`config.mk`:
```
export PLATFORM = sky130hd
export DESIGN_NAME = wb_result_arbiter
export DESIGN_NICKNAME = d
export VERILOG_FILES = /design/src/rtl/wb_result_arbiter.sv
export SDC_FILE = /design/constraint.sdc
export NUM_CORES = 1
export LEC_CHECK = 0
export CORE_MARGIN = 3
export CORE_UTILIZATION = 50
export DETAILED_ROUTE_END_ITERATION = 6
export GPL_TIMING_DRIVEN = 0
export PLACE_DENSITY = 0.74
export SYNTH_ARGS = -nofsm -noshare
export SYNTH_HDL_FRONTEND = slang
export SYNTH_SLANG_ARGS = --single-unit
```
`constraint.sdc`:
```
create_clock -name clk -period 7.1 [get_ports clk]
set_clock_uncertainty 0.15 [all_clocks]
set_input_delay 1.065 -clock clk [delete_from_list [all_inputs] [get_ports clk]]
set_output_delay 1.065 -clock clk [all_outputs]
set_load 0.01 [all_outputs]
```
`src/rtl/wb_result_arbiter.sv`:
```
// wb_result_arbiter: collects results from the ALU, forwarder, jump and branch
// units into per-source FIFOs and drains them round-robin into one registered
// result slot that feeds the ROB write/broadcast port.
module wb_result_arbiter #(
  parameter int N_SRC      = 4,
  parameter int TAG_W      = 5,
  parameter int DATA_W     = 32,
  parameter int FIFO_DEPTH = 2
) (
  input  logic                       clk,
  input  logic                       rst,
  input  logic                       flush,
  input  logic [N_SRC-1:0]           src_valid,
  output logic [N_SRC-1:0]           src_ready,
  input  logic [N_SRC*TAG_W-1:0]     src_tag,
  input  logic [N_SRC*DATA_W-1:0]    src_data,
  output logic                       cdb_valid,
  input  logic                       cdb_ready,
  output logic [$clog2(N_SRC)-1:0]   cdb_src,
  output logic [TAG_W-1:0]           cdb_tag,
  output logic [DATA_W-1:0]          cdb_data,
  output logic                       busy
);

  localparam int SW = $clog2(N_SRC);
  localparam int PW = $clog2(FIFO_DEPTH);
  localparam int CW = PW + 1;

  logic [TAG_W-1:0]  mem_tag  [N_SRC][FIFO_DEPTH];
  logic [DATA_W-1:0] mem_data [N_SRC][FIFO_DEPTH];
  logic [PW-1:0]     wr_ptr   [N_SRC];
  logic [PW-1:0]     rd_ptr   [N_SRC];
  logic [CW-1:0]     count    [N_SRC];

  logic [N_SRC-1:0]  nonempty;
  logic [N_SRC-1:0]  push;
  logic [N_SRC-1:0]  pop;
  logic [SW-1:0]     rr_ptr;
  logic [SW-1:0]     grant;
  logic              grant_vld;
  logic              slot_free;
  logic              load;
  int                scan_idx;

  // Per-source occupancy, acceptance and push qualification (registered count only).
  always_comb begin
    nonempty  = '0;
    src_ready = '0;
    push      = '0;
    for (int i = 0; i < N_SRC; i++) begin
      nonempty[i]  = (count[i] != '0);
      src_ready[i] = !rst && !flush && (count[i] < CW'(FIFO_DEPTH));
      push[i]      = src_valid[i] && src_ready[i];
    end
  end

  // Round-robin scan starting at rr_ptr; scanning backwards lets the
  // earliest source in rotation order overwrite later candidates.
  always_comb begin
    grant     = '0;
    grant_vld = 1'b0;
    scan_idx  = 0;
    for (int k = N_SRC - 1; k >= 0; k--) begin
      scan_idx = int'(rr_ptr) + k;
      if (scan_idx >= N_SRC) scan_idx = scan_idx - N_SRC;
      if (nonempty[scan_idx]) begin
        grant     = SW'(scan_idx);
        grant_vld = 1'b1;
      end
    end
  end

  // Slot accepts a new result when empty or being handed to the ROB this cycle.
  always_comb begin
    slot_free = !cdb_valid || cdb_ready;
    load      = slot_free && grant_vld;
    pop       = '0;
    if (load) pop[grant] = 1'b1;
  end

  // FIFO storage; contents need no reset since count gates every read.
  always_ff @(posedge clk) begin
    for (int i = 0; i < N_SRC; i++) begin
      if (push[i]) begin
        mem_tag[i][wr_ptr[i]]  <= src_tag[i*TAG_W +: TAG_W];
        mem_data[i][wr_ptr[i]] <= src_data[i*DATA_W +: DATA_W];
      end
    end
  end

  // FIFO pointers and counts; flush empties every queue.
  always_ff @(posedge clk) begin
    if (rst || flush) begin
      for (int i = 0; i < N_SRC; i++) begin
        wr_ptr[i] <= '0;
        rd_ptr[i] <= '0;
        count[i]  <= '0;
      end
    end else begin
      for (int i = 0; i < N_SRC; i++) begin
        if (push[i]) wr_ptr[i] <= wr_ptr[i] + PW'(1);
        if (pop[i])  rd_ptr[i] <= rd_ptr[i] + PW'(1);
        case ({push[i], pop[i]})
          2'b10:   count[i] <= count[i] + CW'(1);
          2'b01:   count[i] <= count[i] - CW'(1);
          default: count[i] <= count[i];
        endcase
      end
    end
  end

  // Result slot and rotation pointer; flush keeps stale fields, reset clears them.
  always_ff @(posedge clk) begin
    if (rst) begin
      cdb_valid <= 1'b0;
      cdb_src   <= '0;
      cdb_tag   <= '0;
      cdb_data  <= '0;
      rr_ptr    <= '0;
    end else if (flush) begin
      cdb_valid <= 1'b0;
      rr_ptr    <= '0;
    end else if (slot_free) begin
      cdb_valid <= grant_vld;
      if (grant_vld) begin
        cdb_src  <= grant;
        cdb_tag  <= mem_tag[grant][rd_ptr[grant]];
        cdb_data <= mem_data[grant][rd_ptr[grant]];
        rr_ptr   <= (grant == SW'(N_SRC - 1)) ? '0 : grant + SW'(1);
      end
    end
  end

  // Activity indicator from registered state only.
  always_comb begin
    busy = !rst && ((|nonempty) || cdb_valid);
  end

endmodule

```
==> tab_implementation.tex <==
\begin{tabular}{lr}
\hline
Metric & Value \\
\hline
\multicolumn{2}{l}{\textbf{STA}} \\
\quad Worst slew margin relative to its limit & 48.8\% \\
\quad Hold Fails Final Rpt & 0 \\
\quad Count of pins over their slew limit & 0 \\
\quad Unrepaired setup endpoints after global routing & false \\
\quad Final critical-path required period & 4200 ps \\
\quad Worst Hold Slack & 369 ps \\
\quad Final-report setup violation count & 0 \\
\quad Sum of negative setup slack & 0 ps \\
\quad Actual transition at the worst max-transition pin & 766 ps \\
\quad Peak clock frequency supported by timing & 238 MHz \\
\quad Post-route fraction of the period consumed by the critical path & 59.1\% \\
\multicolumn{2}{l}{\textbf{GRT}} \\
\quad Vias in the first global route & 9042 \\
\quad Global-route wire length before repair & 51.7 mm \\
\quad Leftover overflow at the end of global routing & 0 \\
\quad Largest net degree at the start of global routing & 28 \\
\quad Combined global-route utilization of all metal layers & 23.6\% \\
\quad Antenna violations before repair & 3 \\
\multicolumn{2}{l}{\textbf{Place}} \\
\quad I/O Buffers & 200 \\
\quad Area after detailed placement & 16300 µm² \\
\quad Final HPWL from detailed placement & 23.7 mm \\
\quad Gpl congestion & 0.814 \\
\multicolumn{2}{l}{\textbf{Critical path}} \\
\quad Launching element type of the critical path & input port \\
\quad Number of stages on the worst setup path & 5 \\
\quad Stage delay of the slowest cell on the critical path & 590 ps \\
\quad Cell count of the worst reg-to-reg path & 13 \\
\quad Crit-path slowest cell & sky130\_fd\_sc\_hd\_\_clkdlybuf4s50\_1 \\
\quad Type of element capturing the critical path & output port \\
\quad Critical path type & in -> out \\
\quad Endpoint arrival time on the critical path & 2980 ps \\
\quad Maximum fanout count along the critical path & 6 \\
\quad CP cell instances & clkdlybuf4s50\_1 > or2\_2 > clkbuf\_1 > nor2\_1 > clkdlybuf4s50\_1 \\
\quad Required time reported for the critical path endpoint & 5880 ps \\
\quad Buf+Inv Stages, Crit Path & 3 \\
\quad CP top delay family & buffers and inverters \\
\quad Most used cell, CP & sky130\_fd\_sc\_hd\_\_clkdlybuf4s50\_1 \\
\multicolumn{2}{l}{\textbf{Clock tree}} \\
\quad Clock slew at the register clock pins of the worst setup and hold paths & 60 ps \\
\quad Root Buffer Master & sky130\_fd\_sc\_hd\_\_clkbuf\_16 \\
\quad H-tree level count & 2 \\
\quad TritonCTS clock tree & done \\
\quad Post-CTS resize count & 0 \\
\quad Buffers from clock root to sink, at most & 3 \\
\quad Number of clock buffers inserted by TritonCTS & 37 \\
\quad Clk\_lat worst skew & 510 ps \\
\quad Number of setup buffers added after CTS & 0 \\
\quad TritonCTS Sinks & 354 \\
\quad Hold bufs inserted after CTS & 0 \\
\multicolumn{2}{l}{\textbf{Floorplanning}} \\
\quad I/O pin total & 201 \\
\quad Die ar. & 29400 µm² \\
\quad Total core area & 26500 µm² \\
\quad Site Rows & 59 \\
\quad Overall die width & 171 µm \\
\quad Initial Utilization & 51.6\% \\
\quad Height of the chip & 171 µm \\
\multicolumn{2}{l}{\textbf{Power and ir drop}} \\
\quad Highest ir drop seen on vdd & 0.216 mV \\
\quad Overall Power & 6500 µW \\
\quad Power Density & 371 nW/µm² \\
\quad Static Leak & 0.00617 µW \\
\multicolumn{2}{l}{\textbf{Drt}} \\
\quad 1st-iter DRT viols & 877 \\
\quad Vias after detailed routing & 8854 \\
\quad Detailed-route wire length per cell & 22.9 µm \\
\quad Vias per cell & 5.72 \\
\quad Remaining antenna violation count after routing & 0 \\
\quad Number of remaining DRC errors & 0 \\
\quad Routed WL & 35.5 mm \\
\quad Count of TritonRoute iterations in the first routing pass & 5 \\
\multicolumn{2}{l}{\textbf{Synth}} \\
\quad Yosys reg bits & 354 \\
\quad Post-Synthesis Cells & 936 \\
\quad Count of cell types in the netlist & 42 \\
\quad Mean area per synthesized cell & 14.6 µm² \\
\quad Cell Area, Synth & 13700 µm² \\
\quad Net Count, Synth & 1099 \\
\quad Seq/Total Area, Yosys & 74.6\% \\
\quad Yosys warning total & 0 \\
\multicolumn{2}{l}{\textbf{Finish}} \\
\quad Number of nets in the layout & 1346 \\
\quad Reg area & 10200 µm² \\
\quad Final Instance Area & 17500 µm² \\
\quad Proportion of layout cells with a drive suffix above 1 & 11.4\% \\
\quad Multi-input combinational cell area & 3210 µm² \\
\quad Area delta synth->final & 28.0\% \\
\quad Count of filler cells inserted in the layout & 1858 \\
\multicolumn{2}{l}{\textbf{Worst hold path}} \\
\quad Path type of the worst min-delay path & reg -> reg \\
\quad Count of cells along the worst hold path & 2 \\
\multicolumn{2}{l}{\textbf{Status}} \\
\quad Status & finished, final reports clean \\
\multicolumn{2}{l}{\textbf{Job}} \\
\quad Count of maximum capacitance violations & 0 \\
\hline
\end{tabular}
==> layout make-up <==
cell class | count | share of cell area [%]
timing repair buffer | 208 | 12.3
tap | 335 | 2.39
inverter | 4 | 0.0857
multi-input combinational | 526 | 18.3
clock inverter | 8 | 0.379
buffer | 52 | 1.61
antenna | 2 | 0.0286
sequential | 354 | 58.3
clock buffer | 60 | 6.54
==> tightest hold or removal path, delay by kind of cell (launching register included) <==
kind             cells  cell delay, ps
flip-flops           1             340
AND/OR/NAND/NOR      1              70
multiplexers         1              70
==> state kept, by name (all words and copies together), names as in the netlist <==
register and flops:
mem_data 256, count 8, cdb_valid 1, rd_ptr 4, cdb_data 32, wr_ptr 4, cdb_tag 5, rr_ptr 2
mem_tag 40, cdb_src 2
==> stage by stage <==
step / util, % / setup slack [ps] / cells
floorplan: - / 3060 / 936
global placement: 60.8 / 893 / 1471
detailed placement: 61.5 / 2860 / 1479
CTS: 66.1 / 2860 / 1547
global route: 66.1 / 2760 / 1549
finish: 66.1 / 2900 / 1549
==> cells in the final DEF, fill, tap and decap left out, drive strengths merged <==
cell type      Yosys  routed
a211oi             1       1
and3               5       5
dfxtp             42      42
a21oi              3       3
o21ai              5       5
or2                2       2
a311o              1       1
edfxtp           312     312
clkbuf            22      82
nand3b             2       2
diode              0       2
nor3               6       6
and2               1       1
nand3             75      75
o31a               2       2
nor2b              3       3
bufinv             0       1
o221ai            38      38
nor2              32      32
clkinv             0       6
ha                 7       7
inv                4       5
mux2i             79      79
xnor2              3       3
a21boi             2       2
clkdlybuf4s50      0     200
or4                1       1
nand2b             3       3
o31ai              1       1
nand2            210     210
a311oi             2       2
a41oi              1       1
buf               30      38
a31o              37      37
xor2               3       3
or3b               1       1
==> where the power goes <==
group	leakage [µW]	switching, µW	internal (µW)	total, µW
clock network	0.000597	753	1140	1890
registers	0.00321	75.7	2420	2500
logic	0.00236	1310	801	2110
==> synth_stat cells <==
library cell | number | share of area [%]
sky130_fd_sc_hd__edfxtp_1 | 312 | 68
sky130_fd_sc_hd__nand2_1 | 210 | 5.8
sky130_fd_sc_hd__mux2i_1 | 79 | 5.8
sky130_fd_sc_hd__nand3_1 | 75 | 2.7
sky130_fd_sc_hd__dfxtp_1 | 42 | 6.1
sky130_fd_sc_hd__o221ai_1 | 38 | 2.4
sky130_fd_sc_hd__a31o_2 | 32 | 2.0
sky130_fd_sc_hd__nor2_1 | 31 | 0.85
sky130_fd_sc_hd__clkbuf_1 | 22 | 0.60
sky130_fd_sc_hd__buf_2 | 19 | 0.70
sky130_fd_sc_hd__buf_6 | 7 | 0.58
sky130_fd_sc_hd__ha_1 | 7 | 0.64
sky130_fd_sc_hd__nor3_1 | 6 | 0.22
sky130_fd_sc_hd__a31o_1 | 5 | 0.32
sky130_fd_sc_hd__and3_1 | 5 | 0.23
sky130_fd_sc_hd__inv_1 | 4 | 0.11
sky130_fd_sc_hd__o21ai_0 | 4 | 0.15
sky130_fd_sc_hd__a21oi_1 | 3 | 0.11
sky130_fd_sc_hd__buf_4 | 3 | 0.16
sky130_fd_sc_hd__nand2b_1 | 3 | 0.14
sky130_fd_sc_hd__nor2b_1 | 3 | 0.14
sky130_fd_sc_hd__xnor2_1 | 3 | 0.19
sky130_fd_sc_hd__xor2_1 | 3 | 0.19
sky130_fd_sc_hd__o31a_1 | 2 | 0.13
sky130_fd_sc_hd__a211oi_1 | 1 | 0.055
sky130_fd_sc_hd__a21boi_2 | 1 | 0.082
sky130_fd_sc_hd__a21boi_4 | 1 | 0.14
sky130_fd_sc_hd__a311o_1 | 1 | 0.073
sky130_fd_sc_hd__a311oi_1 | 1 | 0.064
sky130_fd_sc_hd__a311oi_2 | 1 | 0.11
sky130_fd_sc_hd__a41oi_1 | 1 | 0.064
sky130_fd_sc_hd__and2_4 | 1 | 0.064
sky130_fd_sc_hd__buf_1 | 1 | 0.027
sky130_fd_sc_hd__nand3b_1 | 1 | 0.055
sky130_fd_sc_hd__nand3b_2 | 1 | 0.082
sky130_fd_sc_hd__nor2_2 | 1 | 0.046
sky130_fd_sc_hd__o21ai_1 | 1 | 0.037
sky130_fd_sc_hd__o31ai_1 | 1 | 0.055
sky130_fd_sc_hd__or2_1 | 1 | 0.046
sky130_fd_sc_hd__or2_2 | 1 | 0.046
sky130_fd_sc_hd__or3b_1 | 1 | 0.064
sky130_fd_sc_hd__or4_1 | 1 | 0.055
==> layer usage <==
| metal | vias to the layer above | track usage [%] | wire length, µm |
|---|---|---|---|
| li1 | 4014 | - | - |
| met1 | 4320 | 32.3 | 14500 |
| met2 | 459 | 39.2 | 17300 |
| met3 | 59 | 3.79 | 2830 |
| met4 | 2 | 7.49 | 808 |
| met5 | - | 0 | 12 |
==> cell families after synthesis <==
group | Yosys count | synth area share (%)
and+or+nand+nor | 341 | 10.5
AOI/OAI and AO/OA | 93 | 5.86
adders and majority gates | 7 | 0.640
buffers and inverters | 56 | 2.18
DFF | 354 | 74.6
muxes | 79 | 5.78
xor gates and xnor gates | 6 | 0.384
==> worst paths after layout <==
| check | end | slack [ps] | from |
|---|---|---|---|
| worst max-delay path | src_ready[2] | 2900 | rst |
| worst min-delay path | cdb_src[0]$_SDFFE_PP0P_ | 370 | cdb_src[0]$_SDFFE_PP0P_ |
| worst max register to register | count[3][1]$_DFFE_PP_ | 3490 | count[3][0]$_DFFE_PP_ |
| worst min register to register | cdb_src[0]$_SDFFE_PP0P_ | 370 | cdb_src[0]$_SDFFE_PP0P_ |
Note: power is estimated with default switching activity, not from simulation.
